[config.mk]
export PLATFORM = sky130hd
export DESIGN_NAME = branch_predict_resolve
export DESIGN_NICKNAME = d
export VERILOG_FILES = /design/src/rtl/branch_predict_resolve.sv
export SDC_FILE = /design/constraint.sdc
export NUM_CORES = 1
export LEC_CHECK = 0
export ABC_CLOCK_PERIOD_IN_PS = 12900
export CELL_PAD_IN_SITES_DETAIL_PLACEMENT = 0
export CELL_PAD_IN_SITES_GLOBAL_PLACEMENT = 2
export CORE_ASPECT_RATIO = 0.75
export CORE_MARGIN = 1.5
export CORE_UTILIZATION = 31
export DETAILED_ROUTE_END_ITERATION = 12
export GPL_ROUTABILITY_DRIVEN = 0
export PLACE_DENSITY_LB_ADDON = 0.05
export SKIP_CTS_REPAIR_TIMING = 1
export SLEW_MARGIN = 20
export SYNTH_ARGS = -nofsm -noshare
export SYNTH_HDL_FRONTEND = slang
export SYNTH_SLANG_ARGS = --single-unit
[constraint.sdc]
create_clock -name i_clk -period 12.9 [get_ports i_clk]
set_input_delay 3.225 -clock i_clk [delete_from_list [all_inputs] [get_ports i_clk]]
set_output_delay 3.225 -clock i_clk [all_outputs]
set_load 0.03 [all_outputs]
[src/rtl/branch_predict_resolve.sv]
// branch_predict_resolve: 2-bit BHT direction predictor with EX-stage branch/jump resolution and redirect
module branch_predict_resolve #(
  parameter int BHT_ENTRIES = 16,
  localparam int IDX_W = $clog2(BHT_ENTRIES)
) (
  input  logic        i_clk,
  input  logic        i_reset,
  input  logic [31:0] i_fetchPc,
  output logic        o_predTaken,
  input  logic        i_exValid,
  input  logic        i_exIsBranch,
  input  logic        i_exIsJump,
  input  logic [2:0]  i_exFunct3,
  input  logic [31:0] i_exPc,
  input  logic [31:0] i_exTarget,
  input  logic        i_exPredTaken,
  input  logic        i_brLess,
  input  logic        i_brEqual,
  output logic        o_brUnsign,
  output logic        o_flush,
  output logic [31:0] o_redirectPc,
  output logic [31:0] o_branchCount,
  output logic [31:0] o_mispredCount
);
  logic [1:0]       bht [BHT_ENTRIES];
  logic [1:0]       cur, nxt;
  logic [IDX_W-1:0] fidx, uidx;
  logic             cond, br_taken, br_ev, jmp_ev, actual, mis;
  assign fidx = i_fetchPc[IDX_W+1:2];
  assign uidx = i_exPc[IDX_W+1:2];
  assign o_predTaken = bht[fidx][1];
  assign o_brUnsign = i_exFunct3[2:1] == 2'b11;
  assign cond = i_exFunct3[2:1] != 2'b01;
  // funct3[2] picks less vs equal, funct3[0] inverts the sense
  assign br_taken = (i_exFunct3[2] ? i_brLess : i_brEqual) ^ i_exFunct3[0];
  // the slot right after a flush is wrong-path and is dropped
  assign br_ev = i_exValid & ~o_flush & i_exIsBranch & ~i_exIsJump & cond;
  assign jmp_ev = i_exValid & ~o_flush & i_exIsJump;
  assign actual = i_exIsJump | br_taken;
  assign mis = (br_ev | jmp_ev) & (actual != i_exPredTaken);
  assign cur = bht[uidx];
  assign nxt = br_taken ? (cur == 2'b11 ? cur : cur + 2'd1) : (cur == 2'b00 ? cur : cur - 2'd1);
  always_ff @(posedge i_clk or posedge i_reset)
    if (i_reset)
      for (int k = 0; k < BHT_ENTRIES; k++) bht[k] <= 2'b01;
    else if (br_ev)
      bht[uidx] <= nxt;
  always_ff @(posedge i_clk or posedge i_reset)
    if (i_reset) begin
      o_flush        <= 1'b0;
      o_redirectPc   <= '0;
      o_branchCount  <= '0;
      o_mispredCount <= '0;
    end else begin
      o_flush <= mis;
      if (mis) o_redirectPc <= actual ? i_exTarget : i_exPc + 32'd4;
      if (br_ev) o_branchCount <= o_branchCount + 32'd1;
      if (mis) o_mispredCount <= o_mispredCount + 32'd1;
    end
endmodule

======== Word level (Yosys, flattened, before mapping) ========
Index checks and enable logic that the tools add are counted.
word-level totals
  bits in registers ....................... 129
  output and inout bits ................... 99
  logic and storage cells ................. 61
cells by class
  $add $sub $neg .......................... 5
  magnitude comparators ................... 3
  equality and inequality tests ........... 4
  mux-type cells .......................... 14
  bitwise gates (word level) .............. 13
  reductions and logical operators ........ 2
operators by type and width
  operator               count
  $add 32x1->32 const B  2
  $add 32x3->32 const B  1
  $bwmux 32              1
  $mux 32                1
  $bmux 2 s4             2
  $mux 2                 8
  $ge 5x5->1 const B     2
  $not 4->5              2
  $demux 2 s4            1
  $and 1x1->1            6
  $lt 5x1->1 const B     1
  $eq 2x2->1 const B     2
  $add 2x1->2 const B    1
  $logic_not 2->1        1
  $ne 2x1->1 const B     1
  $not 1->1              2
  $or 1x1->1             2
  $sub 2x1->2 const B    1
  $logic_and 1x1->1      1
  $mux 1                 1
  $ne 1x1->1             1
  $xor 1x1->1            1

======== Logic depth before layout (Yosys ltp) ========
  depth after elaboration ................. 8
  depth in mapped cells ................... 9
  depth with buffers taken out ............ 7

======== Least setup slack after synthesis ========
OpenSTA, ideal clock, no wires.
  path kind ............................... input-to-output
  start ................................... in i_fetchPc[2]
  end ..................................... out o_predTaken
  arrival time ............................ 4265 ps
  required time ........................... 9675 ps
  path slack .............................. 5410 ps
  stages .................................. 2
  buffers on the path ..................... 0
  cells stage by stage .................... mux4_2 -> mux4_2
between the ends
  longest elaborated chain between the ends .. 4
RTL lines
  element                                    RTL line  source
  start, declared                            8         input logic [31:0] i_fetchPc,
  $not 4->5 (implied by the code)            31        assign o_predTaken = bht[fidx][1];
  $bmux 2 s4                                 31
  $mux 2 (implied by the code) (2 in a row)  31
  end, declared                              9         output logic o_predTaken,
No other way between the ends. The select of a mux whose other input is x is not followed.

======== Worst setup path in the final report ========
Same ends and word-level chain as after synthesis.

==> flow_summary_export.csv <==
group,metric,value,unit
cells_and_area,area_growth,39.5,%
cts,cts.htree.levels,4,
min_path,min_path_cells,2,
cts,cts.sinks,129,
global_route,grt_pass1_wl,29600,µm
power,power_density,133,nW/µm²
routing,drtIter0Drc,217,
global_route,antenna_found_initial,1,
place,portBuffers,177,
critical_path,crit_chain,"clkdlybuf4s50_1, mux4_2, mux4_2, clkdlybuf4s50_1",
critical_path,critical-path-slowest-cell,"clkdlybuf4s50_1",
die,row_count,46,
synth,synth_cells,653,
routing,vias,5308,
power,p_total,1.24,mW
cts,cts_tree,"yes",
timing,fin_crit_sh,67.4,%
timing,maxSlewViolCount,0,
cells_and_area,final_nets,939,
power,peakVddDrop,0.0736,mV
timing,final_hold_viol_count,0,
global_route,grt_max_degree,75,
die,ioPinCount,206,
timing,fin_crit,8.69,ns
power,leakage,3.89,nW
die,core,21100,µm²
critical_path,startpoint_type,"input port",
place,dpl.hpwl,13400,µm
critical_path,cp.arrival,5.47,ns
routing,routedWlPerCell,16.5,µm
global_route,met3_usage,5.76,%
place,dpl_cell_area,8720,µm²
global_route,met1_usage,23.8,%
die,die_area,22400,µm²
timing,hold_ws,0.475,ns
cells_and_area,diodes,0,
synth,synthesis.area,6670,µm²
cts,numCtsBuffers,17,
cells_and_area,drive_gt1_share,11.2,%
die,dieWidth,172,µm
status,status,"finished, final reports clean",
global_route,grt_pass1_vias,5395,
place,placed_cells,1095,
cells_and_area,stdcell_count,1127,
routing,drcViolationCount,0,
critical_path,cp.required,9.68,ns
routing,detail-route-antenna-nets,0,
timing,timing.fmax,115,MHz
synth,ys_warn_count,0,
cts,clock_tree.root_cell,"clkbuf_16",
min_path,hp-class,"register to register",
global_route,grt_overflow,0,
critical_path,slowest_delay,0.63,ns
critical_path,reg2regPathDepth,8,
critical_path,cp_max_fo,4,
die,start_util,31.6,%
die,die_y,130,µm
synth,post_synth.cell_area_avg,10.2,µm²
global_route,grtUsageMet2,26.4,%
critical_path,crit_type,"input port to output pin",
cts,clock_latency,0.42,ns
cts,clk_pin_slew_worst_paths,0.06,ns
synth,syn_nets,766,
synth,ys_ff_latch,129,
routing,drt_first_pass_iters,4,
cells_and_area,final_cell_area,9310,µm²
timing,worst_pin_slew,0.973,ns
global_route,busiest_layer,"met2",
timing,rsz0062_at_grt,"no",
synth,synth_cell_type_count,42,
routing,avgViaCountPerCell,4.71,
timing,setup_viol,0,
critical_path,endpoint_kind,"output pin",
routing,drt-total-wl,18600,µm
timing,finalClockSkew,0.0181,ns
timing,slew_headroom,35.1,%
timing,tns,0,ns
job,maxCapViolCount,0,
global_route,grt_usage,17.4,%
synth,yosysSeqAreaShare,48.7,%
cts,clockBufferDepth,2,
## power breakdown
group | internal [mW] | switching [mW]
logic | 0.116 | 0.157
registers | 0.448 | 0.0325
clock network | 0.287 | 0.197
total | 0.851 | 0.387
## synth_stat cells, drive strengths merged
master     n  area share, %
dfrtp    113             42
nand2     91            5.1
nor2      57            3.2
xnor2     55            7.2
o21ai     43            3.3
nand3     40            3.0
xor2      35            4.6
nand4     24            2.3
clkbuf    19            1.1
mux2      17            2.9
dfstp     16            6.3
nor3      14            1.1
a21oi     13           0.98
mux2i     13            2.0
mux4      13            4.5
and3      12            1.1
inv       12           0.68
and2       9           0.84
and4       9            1.2
buf        8           0.73
ha         6            1.1
nand2b     5           0.47
a22oi      4           0.60
nor2b      4           0.38
nor4       4           0.60
o31ai      4           0.45
a31oi      3           0.28
or3        3           0.28
or2        2           0.19
a221o      1           0.15
a31o       1           0.13
maj3       1           0.17
nand4bb    1           0.41
o41ai      1           0.24
## critical path, delay by kind of cell
family	cells	cell delay, ns
buffers and inverters	2	1.23
multiplexers	2	1.00
## final cells by class
| type | instances | area [µm²] |
|---|---|---|
| clock inverters | 14 | 154 |
| repair buffers | 181 | 1800 |
| well taps | 288 | 360 |
| fillers | 2044 | 11800 |
| flip-flops and latches | 129 | 3250 |
| multi-input cells | 485 | 3270 |
| inverters | 12 | 47.5 |
| clock buffers | 18 | 429 |
## worst paths after layout
| kind | from | end | slack [ns] |
|---|---|---|---|
| worst max register to register | o_flush$_DFF_PP0_ | o_mispredCount[5]$_DFFE_PP0P_ | 10.26 |
| min in group asynchronous | i_reset | o_mispredCount[22]$_DFFE_PP0P_ | 3.29 |
| worst max-delay path | i_fetchPc[2] | o_predTaken | 4.21 |
| worst min register to register | bht[14]$_DFFE_PP1P_ | bht[14]$_DFFE_PP1P_ | 0.48 |
| max in group asynchronous | i_reset | o_mispredCount[3]$_DFFE_PP0P_ | 8.13 |
| worst min-delay path | bht[14]$_DFFE_PP1P_ | bht[14]$_DFFE_PP1P_ | 0.48 |
## per-layer routing
metal / share of wire (%) / vias up
met5: 0 / -
met4: 0.88 / 0
met3: 7.0 / 13
met2: 44 / 136
met1: 48 / 2545
li1: - / 2614
## stage by stage
stage / util [%] / worst slack (ns)
after detailed placement: 41.3 / 4.18
after CTS: 44.0 / 4.18
after global routing: 44.1 / 4.12
after floorplan: - / 5.41
final: 44.1 / 4.21
after global placement: 41.3 / 4.20
## sequential cells by signal (all words and copies together) (netlist names)
register        count
o_branchCount      32
o_flush             1
o_mispredCount     32
bht                32
o_redirectPc       32
## cell usage in the layout, fill, tap and decap left out, drive strengths merged, types with 9 or more instances in the layout
cell           instances
nand4                 24
clkdlybuf4s50        177
and4                   9
a21oi                 13
xor2                  35
and3                  12
clkbuf                18
inv                   17
nand3                 40
dfrtp                113
mux2i                 13
xnor2                 55
nor2                  57
dfstp                 16
mux4                  13
and2                   9
o21ai                 43
mux2                  17
nor3                  14
nand2                 91
## logic make-up after synthesis
group | after synthesis | synth area share, %
fa+ha+maj | 7 | 1.29
buf+inv | 39 | 2.48
simple gates | 275 | 20.3
flops | 129 | 48.7
mux | 43 | 9.32
xor+xnor | 90 | 11.8
compound gates | 70 | 6.12
(Power assumes the default switching activity.)
